### src/rtl/sprite_loc_ctrl_if.sv
// Tile-query and redraw handshake bundle between the sprite controller
// (master) and the map RAM / RAM writer (slave).
interface sprite_loc_ctrl_if #(
  parameter int X_W = 6,
  parameter int Y_W = 5
) ();
  logic           tile_req;
  logic [X_W-1:0] tile_x;
  logic [Y_W-1:0] tile_y;
  logic           tile_valid;
  logic           tile_wall;
  logic           wr_req;
  logic           wr_done;

  modport master (
    output tile_req, tile_x, tile_y, wr_req,
    input  tile_valid, tile_wall, wr_done
  );

  modport slave (
    input  tile_req, tile_x, tile_y, wr_req,
    output tile_valid, tile_wall, wr_done
  );
endinterface

### src/rtl/sprite_loc_ctrl.sv
// Tile-map sprite location controller: buffered turns, move ticks, legality
// query to the map RAM and redraw-acknowledged position commit.
module sprite_loc_ctrl #(
  parameter int X_W      = 6,
  parameter int Y_W      = 5,
  parameter int MAP_W    = 40,
  parameter int MAP_H    = 30,
  parameter int START_X  = 20,
  parameter int START_Y  = 20,
  parameter int WRAP_EN  = 1,
  parameter int MOVE_DIV = 2500000,
  parameter int CNT_W    = 22
) (
  input  logic               CLOCK_50,
  input  logic               reset,
  input  logic               enable,
  input  logic               up,
  input  logic               down,
  input  logic               left,
  input  logic               right,
  sprite_loc_ctrl_if.master  bus,
  output logic [X_W-1:0]     curr_x,
  output logic [Y_W-1:0]     curr_y,
  output logic [X_W-1:0]     next_x,
  output logic [Y_W-1:0]     next_y,
  output logic [1:0]         cur_dir,
  output logic               moving,
  output logic [15:0]        step_count
);

  typedef enum logic [1:0] {IDLE, QRY_P, QRY_C, COMMIT} state_t;

  typedef struct packed {
    logic           blk;
    logic [X_W-1:0] x;
    logic [Y_W-1:0] y;
  } tgt_t;

  // Neighbour tile in direction dir; blk flags an edge step with wrap disabled.
  function automatic tgt_t step_to(input logic [1:0] dir, input logic [X_W-1:0] x,
                                   input logic [Y_W-1:0] y);
    tgt_t t;
    t.blk = 1'b0;
    t.x   = x;
    t.y   = y;
    case (dir)
      2'b00: if (y == '0) begin
               if (WRAP_EN != 0) t.y = Y_W'(MAP_H - 1); else t.blk = 1'b1;
             end else t.y = y - 1'b1;
      2'b01: if (y == Y_W'(MAP_H - 1)) begin
               if (WRAP_EN != 0) t.y = '0; else t.blk = 1'b1;
             end else t.y = y + 1'b1;
      2'b10: if (x == '0) begin
               if (WRAP_EN != 0) t.x = X_W'(MAP_W - 1); else t.blk = 1'b1;
             end else t.x = x - 1'b1;
      default: if (x == X_W'(MAP_W - 1)) begin
               if (WRAP_EN != 0) t.x = '0; else t.blk = 1'b1;
             end else t.x = x + 1'b1;
    endcase
    return t;
  endfunction

  state_t         state_q;
  logic [CNT_W-1:0] cnt_q, cnt_d;
  logic           tick;
  logic [1:0]     pend_dir_q, qry_dir_q, cur_dir_q, req_dir;
  logic           pend_valid_q, moving_q, req_any;
  logic [X_W-1:0] curr_x_q, next_x_q, tile_x_q;
  logic [Y_W-1:0] curr_y_q, next_y_q, tile_y_q;
  logic           tile_req_q, wr_req_q;
  logic [15:0]    step_q;
  tgt_t           pend_tgt, cur_tgt;
  logic           want_cur;

  assign tick     = enable && (cnt_q == CNT_W'(MOVE_DIV - 1));
  assign req_any  = up | down | left | right;
  assign req_dir  = up ? 2'd0 : down ? 2'd1 : left ? 2'd2 : 2'd3;
  assign pend_tgt = step_to(pend_dir_q, curr_x_q, curr_y_q);
  assign cur_tgt  = step_to(cur_dir_q, curr_x_q, curr_y_q);

  always_comb begin
    cnt_d = cnt_q;
    if (enable) cnt_d = tick ? '0 : cnt_q + 1'b1;
  end

  // Continue straight ahead: tick with no usable turn, or turn rejected while moving.
  always_comb begin
    want_cur = 1'b0;
    case (state_q)
      IDLE:    want_cur = tick && moving_q && (!pend_valid_q || pend_tgt.blk);
      QRY_P:   want_cur = tile_req_q && bus.tile_valid && bus.tile_wall && moving_q;
      default: want_cur = 1'b0;
    endcase
  end

  always_ff @(posedge CLOCK_50) begin
    if (reset) begin
      state_q      <= IDLE;
      cnt_q        <= '0;
      pend_dir_q   <= 2'd0;
      qry_dir_q    <= 2'd0;
      cur_dir_q    <= 2'd0;
      pend_valid_q <= 1'b0;
      moving_q     <= 1'b0;
      curr_x_q     <= X_W'(START_X);
      curr_y_q     <= Y_W'(START_Y);
      next_x_q     <= X_W'(START_X);
      next_y_q     <= Y_W'(START_Y);
      tile_x_q     <= X_W'(START_X);
      tile_y_q     <= Y_W'(START_Y);
      tile_req_q   <= 1'b0;
      wr_req_q     <= 1'b0;
      step_q       <= 16'd0;
    end else begin
      cnt_q <= cnt_d;
      case (state_q)
        IDLE: if (tick && pend_valid_q && !pend_tgt.blk) begin
          tile_x_q   <= pend_tgt.x;
          tile_y_q   <= pend_tgt.y;
          qry_dir_q  <= pend_dir_q;
          tile_req_q <= 1'b1;
          state_q    <= QRY_P;
        end
        QRY_P: if (bus.tile_valid) begin
          tile_req_q <= 1'b0;
          if (!bus.tile_wall) begin
            cur_dir_q    <= qry_dir_q;
            moving_q     <= 1'b1;
            pend_valid_q <= 1'b0;
            next_x_q     <= tile_x_q;
            next_y_q     <= tile_y_q;
            wr_req_q     <= 1'b1;
            state_q      <= COMMIT;
          end else begin
            state_q <= IDLE;
          end
        end
        // Entered from QRY_P with tile_req low for one cycle so the request
        // visibly drops after each response before the fallback query.
        QRY_C: if (!tile_req_q) begin
          tile_req_q <= 1'b1;
        end else if (bus.tile_valid) begin
          tile_req_q <= 1'b0;
          if (!bus.tile_wall) begin
            next_x_q <= tile_x_q;
            next_y_q <= tile_y_q;
            wr_req_q <= 1'b1;
            state_q  <= COMMIT;
          end else begin
            moving_q <= 1'b0;
            next_x_q <= curr_x_q;
            next_y_q <= curr_y_q;
            state_q  <= IDLE;
          end
        end
        COMMIT: if (bus.wr_done) begin
          curr_x_q <= next_x_q;
          curr_y_q <= next_y_q;
          step_q   <= step_q + 16'd1;
          wr_req_q <= 1'b0;
          state_q  <= IDLE;
        end
        default: state_q <= IDLE;
      endcase
      // Straight-ahead step overrides the case above; an edge wall resolves at once.
      if (want_cur) begin
        if (cur_tgt.blk) begin
          moving_q <= 1'b0;
          next_x_q <= curr_x_q;
          next_y_q <= curr_y_q;
          state_q  <= IDLE;
        end else begin
          tile_x_q   <= cur_tgt.x;
          tile_y_q   <= cur_tgt.y;
          tile_req_q <= (state_q == IDLE);
          state_q    <= QRY_C;
        end
      end
      if (req_any) begin
        pend_dir_q   <= req_dir;
        pend_valid_q <= 1'b1;
      end
    end
  end

  assign bus.tile_req = tile_req_q;
  assign bus.tile_x   = tile_x_q;
  assign bus.tile_y   = tile_y_q;
  assign bus.wr_req   = wr_req_q;
  assign curr_x       = curr_x_q;
  assign curr_y       = curr_y_q;
  assign next_x       = next_x_q;
  assign next_y       = next_y_q;
  assign cur_dir      = cur_dir_q;
  assign moving       = moving_q;
  assign step_count   = step_q;

endmodule

### src/flat_wrapper.sv
// flat-port wrapper written by rule: the top's interface ports become plain ports
module sprite_loc_ctrl_flat 
#(
  parameter int X_W      = 6,
  parameter int Y_W      = 5,
  parameter int MAP_W    = 40,
  parameter int MAP_H    = 30,
  parameter int START_X  = 20,
  parameter int START_Y  = 20,
  parameter int WRAP_EN  = 1,
  parameter int MOVE_DIV = 2500000,
  parameter int CNT_W    = 22
)
  (CLOCK_50, reset, enable, up, down, left, right, curr_x, curr_y, next_x, next_y, cur_dir, moving, step_count, bus_tile_req, bus_tile_x, bus_tile_y, bus_wr_req, bus_tile_valid, bus_tile_wall, bus_wr_done);
  sprite_loc_ctrl_if #(.X_W(X_W), .Y_W(Y_W)) bus_i ();
  input  logic CLOCK_50;
  input  logic reset;
  input  logic enable;
  input  logic up;
  input  logic down;
  input  logic left;
  input  logic right;
  output logic [X_W-1:0] curr_x;
  output logic [Y_W-1:0] curr_y;
  output logic [X_W-1:0] next_x;
  output logic [Y_W-1:0] next_y;
  output logic [1:0] cur_dir;
  output logic moving;
  output logic [15:0] step_count;
  output wire logic [$bits(bus_i.tile_req)-1:0] bus_tile_req;
  output wire logic [$bits(bus_i.tile_x)-1:0] bus_tile_x;
  output wire logic [$bits(bus_i.tile_y)-1:0] bus_tile_y;
  output wire logic [$bits(bus_i.wr_req)-1:0] bus_wr_req;
  input wire logic [$bits(bus_i.tile_valid)-1:0] bus_tile_valid;
  input wire logic [$bits(bus_i.tile_wall)-1:0] bus_tile_wall;
  input wire logic [$bits(bus_i.wr_done)-1:0] bus_wr_done;
  assign bus_tile_req = bus_i.tile_req;
  assign bus_tile_x = bus_i.tile_x;
  assign bus_tile_y = bus_i.tile_y;
  assign bus_wr_req = bus_i.wr_req;
  assign bus_i.tile_valid = bus_tile_valid;
  assign bus_i.tile_wall = bus_tile_wall;
  assign bus_i.wr_done = bus_wr_done;
  sprite_loc_ctrl #(.X_W(X_W), .Y_W(Y_W), .MAP_W(MAP_W), .MAP_H(MAP_H), .START_X(START_X), .START_Y(START_Y), .WRAP_EN(WRAP_EN), .MOVE_DIV(MOVE_DIV), .CNT_W(CNT_W)) u_core (.CLOCK_50(CLOCK_50), .reset(reset), .enable(enable), .up(up), .down(down), .left(left), .right(right), .bus(bus_i), .curr_x(curr_x), .curr_y(curr_y), .next_x(next_x), .next_y(next_y), .cur_dir(cur_dir), .moving(moving), .step_count(step_count));
endmodule
### config.mk
export PLATFORM = sky130hd
export DESIGN_NAME = sprite_loc_ctrl_flat
export DESIGN_NICKNAME = d
export VERILOG_FILES = /design/src/rtl/sprite_loc_ctrl_if.sv /design/src/rtl/sprite_loc_ctrl.sv /design/src/flat_wrapper.sv
export SDC_FILE = /design/constraint.sdc
export NUM_CORES = 1
export LEC_CHECK = 0
export CORE_ASPECT_RATIO = 0.6
export CORE_MARGIN = 1
export CORE_UTILIZATION = 46
export DETAILED_ROUTE_END_ITERATION = 8
export PLACE_DENSITY = 0.8
export SETUP_SLACK_MARGIN = 0.5
export SYNTH_ARGS = -nofsm -noshare
export SYNTH_HDL_FRONTEND = slang
export SYNTH_SLANG_ARGS = --single-unit
### constraint.sdc
create_clock -name CLOCK_50 -period 6.4 [get_ports CLOCK_50]
set_input_delay 0.96 -clock CLOCK_50 [delete_from_list [all_inputs] [get_ports CLOCK_50]]
set_output_delay 0.96 -clock CLOCK_50 [all_outputs]
set_load 0.05 [all_outputs]
Yosys cells after proc, flatten, opt, wreduce, memory -nomap -nowiden
Index checks and enable logic that the tools add are counted.
- bits in latches: 0
- input port bits: 10
- bits in registers: 83
- bits in writable memories: 0
- bits in read-only memories: 0
- memories kept: 0
- reduce and logical (&&, ||, !) cells: 34
- mux-type cells: 59
- magnitude comparators: 0
- div/mod/pow operators: 0
- equal/unequal tests: 22
- multipliers: 0
- add/sub/neg operators: 6
- shift operators: 0
- bitwise operators: 4
- operators by type and width (kind ; number):
    $mux W6 ; 10
    $mux W5 ; 10
    $pmux W6 S2 ; 3
    $pmux W5 S2 ; 3
    $add A22 B1 Y22 const B ; 1
    $eq A22 B22 Y1 const B ; 1
    $mux W22 ; 1
    $mux W1 ; 19
    $reduce_and A3 Y1 ; 6
    $add A16 B1 Y16 const B ; 1
    $mux W2 ; 8
    $ne A2 B2 Y1 const B ; 5
    $reduce_bool A2 Y1 ; 5
    $eq A2 B2 Y1 const B ; 4
    $pmux W2 S4 ; 1
    $logic_and A1 B1 Y1 ; 7
    $add A6 B1 Y6 const B ; 1
    $eq A2 B1 Y1 const B ; 3
    $eq A6 B6 Y1 const B ; 1
    $logic_not A2 Y1 ; 3
    $logic_not A6 Y1 ; 1
    $ne A2 B1 Y1 const B ; 3
    $ne A3 B1 Y1 const B ; 2
    $ne A3 B2 Y1 const B ; 2
    other kinds (16) ; 24

Logic depth before layout (Yosys ltp)
- depth after elaboration: 7
- depth in mapped cells: 9
- gate-level depth less buffers: 8

Least setup slack after synthesis
No wires, ideal clock.
- kind: input port to flip-flop
- start point: in enable
- end point: reg u_core.tile_x_q[4], in the netlist u_core.bus.tile_x[4]
- data required time: 6.273 ns
- buffers on the path: 0
- path slack: 3.928 ns
- stages on the path: 6
- arrival time: 2.344 ns
- cell sequence: and3_1 -> nand4_2 -> nor3_4 -> a31oi_2 -> a21oi_1 -> or3b_1
- longest elaborated chain between the ends: 6
- elaborated cells on any way between the ends: 9
- those cells by class: mux: 2; reduce/logical: 7
- ends and longest elaborated chain (element ; RTL line ; RTL):
    from (decl) ; flat_wrapper.sv:18 ; input logic enable;
    $logic_and A1 B1 Y1 * ; sprite_loc_ctrl.sv:75 ; assign tick = enable && (cnt_q == CNT_W'(MOVE_DIV - 1));
    $logic_and A1 B1 Y1 (2 in a row) ; sprite_loc_ctrl.sv:90 ; IDLE: want_cur = tick && moving_q && (!pend_valid_q || pend_tgt.blk);
    $pmux W1 S2 ; sprite_loc_ctrl.sv:89 ; case (state_q)
    $reduce_bool A2 Y1 (no line) ; n/a ;
    $reduce_and A2 Y1 (no line) ; n/a ;
    to (signal assigned) ; sprite_loc_ctrl.sv:109 ; tile_x_q <= X_W'(START_X);
    to (signal assigned) ; sprite_loc_ctrl.sv:118 ; tile_x_q <= pend_tgt.x;
    to (signal assigned) ; sprite_loc_ctrl.sv:173 ; tile_x_q <= cur_tgt.x;
    to (decl) ; sprite_loc_ctrl.sv:68 ; logic [X_W-1:0] curr_x_q, next_x_q, tile_x_q;
Mark *: on every way between the ends. The rest lies on a longest branch, timed or not.
A chain may end at the register's enable or synchronous reset.

Worst setup path after layout
- start point: reg u_core.cur_dir_q[0], in the netlist u_core.cur_dir[0]
- end point: out cur_dir[0]
- RTL lines (element ; RTL line ; RTL):
    from (decl) ; sprite_loc_ctrl.sv:66 ; logic [1:0] pend_dir_q, qry_dir_q, cur_dir_q, req_dir;
    from (signal assigned) ; sprite_loc_ctrl.sv:127 ; cur_dir_q <= qry_dir_q;
    to (decl) ; flat_wrapper.sv:27 ; output logic [1:0] cur_dir;
No word-level cell between the ends.

==> parameters.txt <==
Parameter                              Value

Synth
  Seq/Total Area, Yosys    0.356
  Area contributors post-synth    sky130_fd_sc_hd__dfxtp_1 (36%), sky130_fd_sc_hd__nor2_1 (7.2%), sky130_fd_sc_hd__nand2_1 (6.1%), sky130_fd_sc_hd__a21oi_1 (4.7%), sky130_fd_sc_hd__xor2_1 (4.5%)
  Top cell type by total area after synthesis    sky130_fd_sc_hd__dfxtp_1
  Flop and latch count out of synthesis    83
  Number of cells produced by synthesis    603
  Synth warn    0
  Share of Yosys cell area claimed by the top area cell type    0.356
  EDFF count, synth    0
  Syn avg cell area    7.74 um^2
  Most used flip-flop cell after synthesis    sky130_fd_sc_hd__dfxtp_1
  Cell variety after synth    65
  Number of nets produced by synthesis    626
  Fraction of registers with async set or reset after synthesis    0
  Post-Synthesis Cell Area    4670 um^2
  Library cell with the highest instance count after synthesis    sky130_fd_sc_hd__nor2_1
  Most common library cells after synthesis    sky130_fd_sc_hd__nor2_1 (89), sky130_fd_sc_hd__dfxtp_1 (83), sky130_fd_sc_hd__nand2_1 (76)

Setup path
  Critical-path top delay cell    sky130_fd_sc_hd__clkdlybuf4s50_1
  Type of destination of the critical path    output pin
  Kind of start point of the critical path    flip-flop
  Data arrival time of the worst path    2.17 ns
  Largest delay share family, worst path    buffers and inverters
  Cells traversed along the worst timing path    clkdlybuf4s50_1
  Worst Path Buf+Inv    1
  Maximum fanout encountered on the critical timing path    24
  Largest stage delay, worst path    ~0.95 ns
  CP Class    reg2out
  Required time of the worst setup path    between 5 and 6 ns

Place
  Placed standard-cell area    5320 um^2
  Buffers on Ports    63
  Detailed Place HPWL    between 9000 and 10000 um
  Routability-driven placement congestion ratio    0.967

Pwr
  PnR Total Power    1.55 mW
  Lkg Pwr    1.97 nW
  Worst vdd rail ir drop    0.181 mV
  Total power density per cell area    275 nW/um^2

Timing
  Timing-limited maximum frequency    320 MHz
  Worst Skew    0.0121 ns
  Number of hold violations in the final report    0
  Min Hold Slack    about 0.47 ns
  Worst Tran Pin Value    about 1.2 ns
  Final Setup Violations    0
  Shortest period the worst path allows    around 3.1 ns
  Slew margin rel.    0.187
  Setup TNS    0 ns
  Final count of pins violating max slew    0
  Period utilization    0.489
  RSZ-0062 raised after global routing    false

Layout
  Inserted Diodes    0
  Layout cell share with drive strength beyond 1    0.0588
  Post-route cell area    5640 um^2
  Signed area change from the synthesized netlist to the final layout    20.8%
  Total of fill cells in the finished design    850
  Total number of nets in the final design    about 660

Floorplan
  Total number of placement rows    28
  Horizontal extent of the die    132 um
  I/O Pins    between 60 and 70
  Placeable core region    9840 um^2
  Die area    10600 um^2
  Initial core utilization    0.474
  Die Height    between 80 and 90 um

Global route
  GR met1 Demand/Resource    0.380
  Pin count of the biggest net entering global routing    68
  Initial antenna violation count    0
  GR Util All Layers    0.252
  Met2 Use GR    0.342
  Met3 usage in global routing    0.0698
  Gr ovfl total    0
  First-pass GRT wire length    21100 um
  Via count of the first global-routing pass    4088
  Busiest layer in global routing    met1

Clock network
  TritonCTS buffer count    9
  H-tree lvl count    3
  Root buffer cell    sky130_fd_sc_hd__clkbuf_16
  Source-to-sink clock delay at the later pin of the worst-skew pair    0.33 ns
  CTS tree    done
  # Post-CTS Setup Buffers    0
  Clock transition at the registers of the reported paths    0.06 ns
  CTS sink count    just over 80
  Post-CTS Hold Fix Bufs    0
  Maximum number of buffers from clock root to sink    2
  Total of cells resized after clock tree synthesis    0

Route
  Detailed-route vias per instance    a little under 6
  Number of vias in the routed layout    4623
  Final WL    13100 um
  Total DRC errors in the routed layout    0
  Drt wl/cell    roughly 17 um
  Iter 0 DRT Violations    740
  ANT nets after route    0
  Number of detailed-route iterations in the first pass    6

Flow run
  Max-capacitance violation count    0

Hold path
  Worst hold path type    reg2reg

Outcome
  Run status    finished, final reports clean
[cell families (layout without fill, tap and decap cells)]
| family | count (synthesis) | count (layout) | synth area share |
|---|---|---|---|
| fa+ha+maj | 13 | 13 | 0.0348 |
| buf+inv | 56 | 99 | 0.0480 |
| compound gates | 125 | 125 | 0.182 |
| simple gates | 283 | 283 | 0.297 |
| flops | 83 | 83 | 0.356 |
| xor+xnor | 37 | 37 | 0.0694 |
| mux | 6 | 6 | 0.0131 |
[stage by stage]
step,util,setup slack [ns],instances
final,0.573,3.27,781
after global placement,0.540,3.14,765
after floorplan,-,3.93,603
after detailed placement,0.540,3.04,765
after global routing,0.573,3.18,781
after CTS,0.573,3.28,781
[registers in the layout, indices dropped and copies added, names as in the netlist, named ones only]
signal and flops:
u_core.cur_dir 2, u_core.pend_valid_q 1, u_core.state_q 1, u_core.curr_y 5, u_core.next_x 6, u_core.qry_dir_q 2, u_core.curr_x 6, u_core.bus.tile_x 6
u_core.bus.wr_req 1, u_core.bus.tile_y 5, u_core.next_y 5, u_core.pend_dir_q 2, u_core.moving 1, u_core.cnt_q 22, u_core.bus.tile_req 1, u_core.step_count 16
[power by group]
part / total (mW) / switching, mW / internal (mW)
clock: 0.556 / 0.211 / 0.345
combinational: 0.396 / 0.258 / 0.138
sequential: 0.597 / 0.0448 / 0.552
total: 1.55 / 0.515 / 1.03
[layout make-up]
| type | instances | area [um^2] | share of cell area |
|---|---|---|---|
| Timing Repair Buffer | 64 | 633 | 0.112 |
| Sequential cell | 83 | 1660 | 0.294 |
| Clock buffer | 9 | 225 | 0.0399 |
| Clock inverter | 7 | 98.8 | 0.0175 |
| Inverter | 19 | 71.3 | 0.0126 |
| Multi-Input combinational cell | 464 | 2780 | 0.493 |
| Tap cell | 135 | 169 | 0.0299 |
[cell usage in the layout (no fill, tap or decap), drive strengths merged, types with 5 or more instances in the layout]
cell and count:
nand3 28, nor4 5, a211oi 7, xnor2 13, nor3 16, nand2 77, nand2b 7, clkbuf 9
o22ai 5, inv 21, and3 7, a21oi 45, dfxtp 83, nand3b 6, mux2i 5, clkdlybuf4s50 62
a311oi 10, o211ai 9, a31oi 7, o21ai 12, nand4 17, xor2 24, nor2 89, ha 13
and2 5, or2 6
[routing by layer]
layer	vias to the layer above	share of wire
met5	-	0
met4	0	0.011
met3	25	0.10
met2	233	0.39
met1	2152	0.50
li1	2213	-
[final timing paths]
path | from | end | slack (ns) | depth (start not counted)
hold reg to reg | u_core.qry_dir_q[0] | u_core.cur_dir[0] | 0.47 | 2
setup / recovery | u_core.cur_dir[0] | cur_dir[0] | 3.27 | 1
hold / removal | u_core.qry_dir_q[0] | u_core.cur_dir[0] | 0.47 | 2
setup reg to reg | u_core.curr_y[0] | u_core.bus.tile_y[1] | 3.55 | 8
Power figures use the tool's default switching activity.
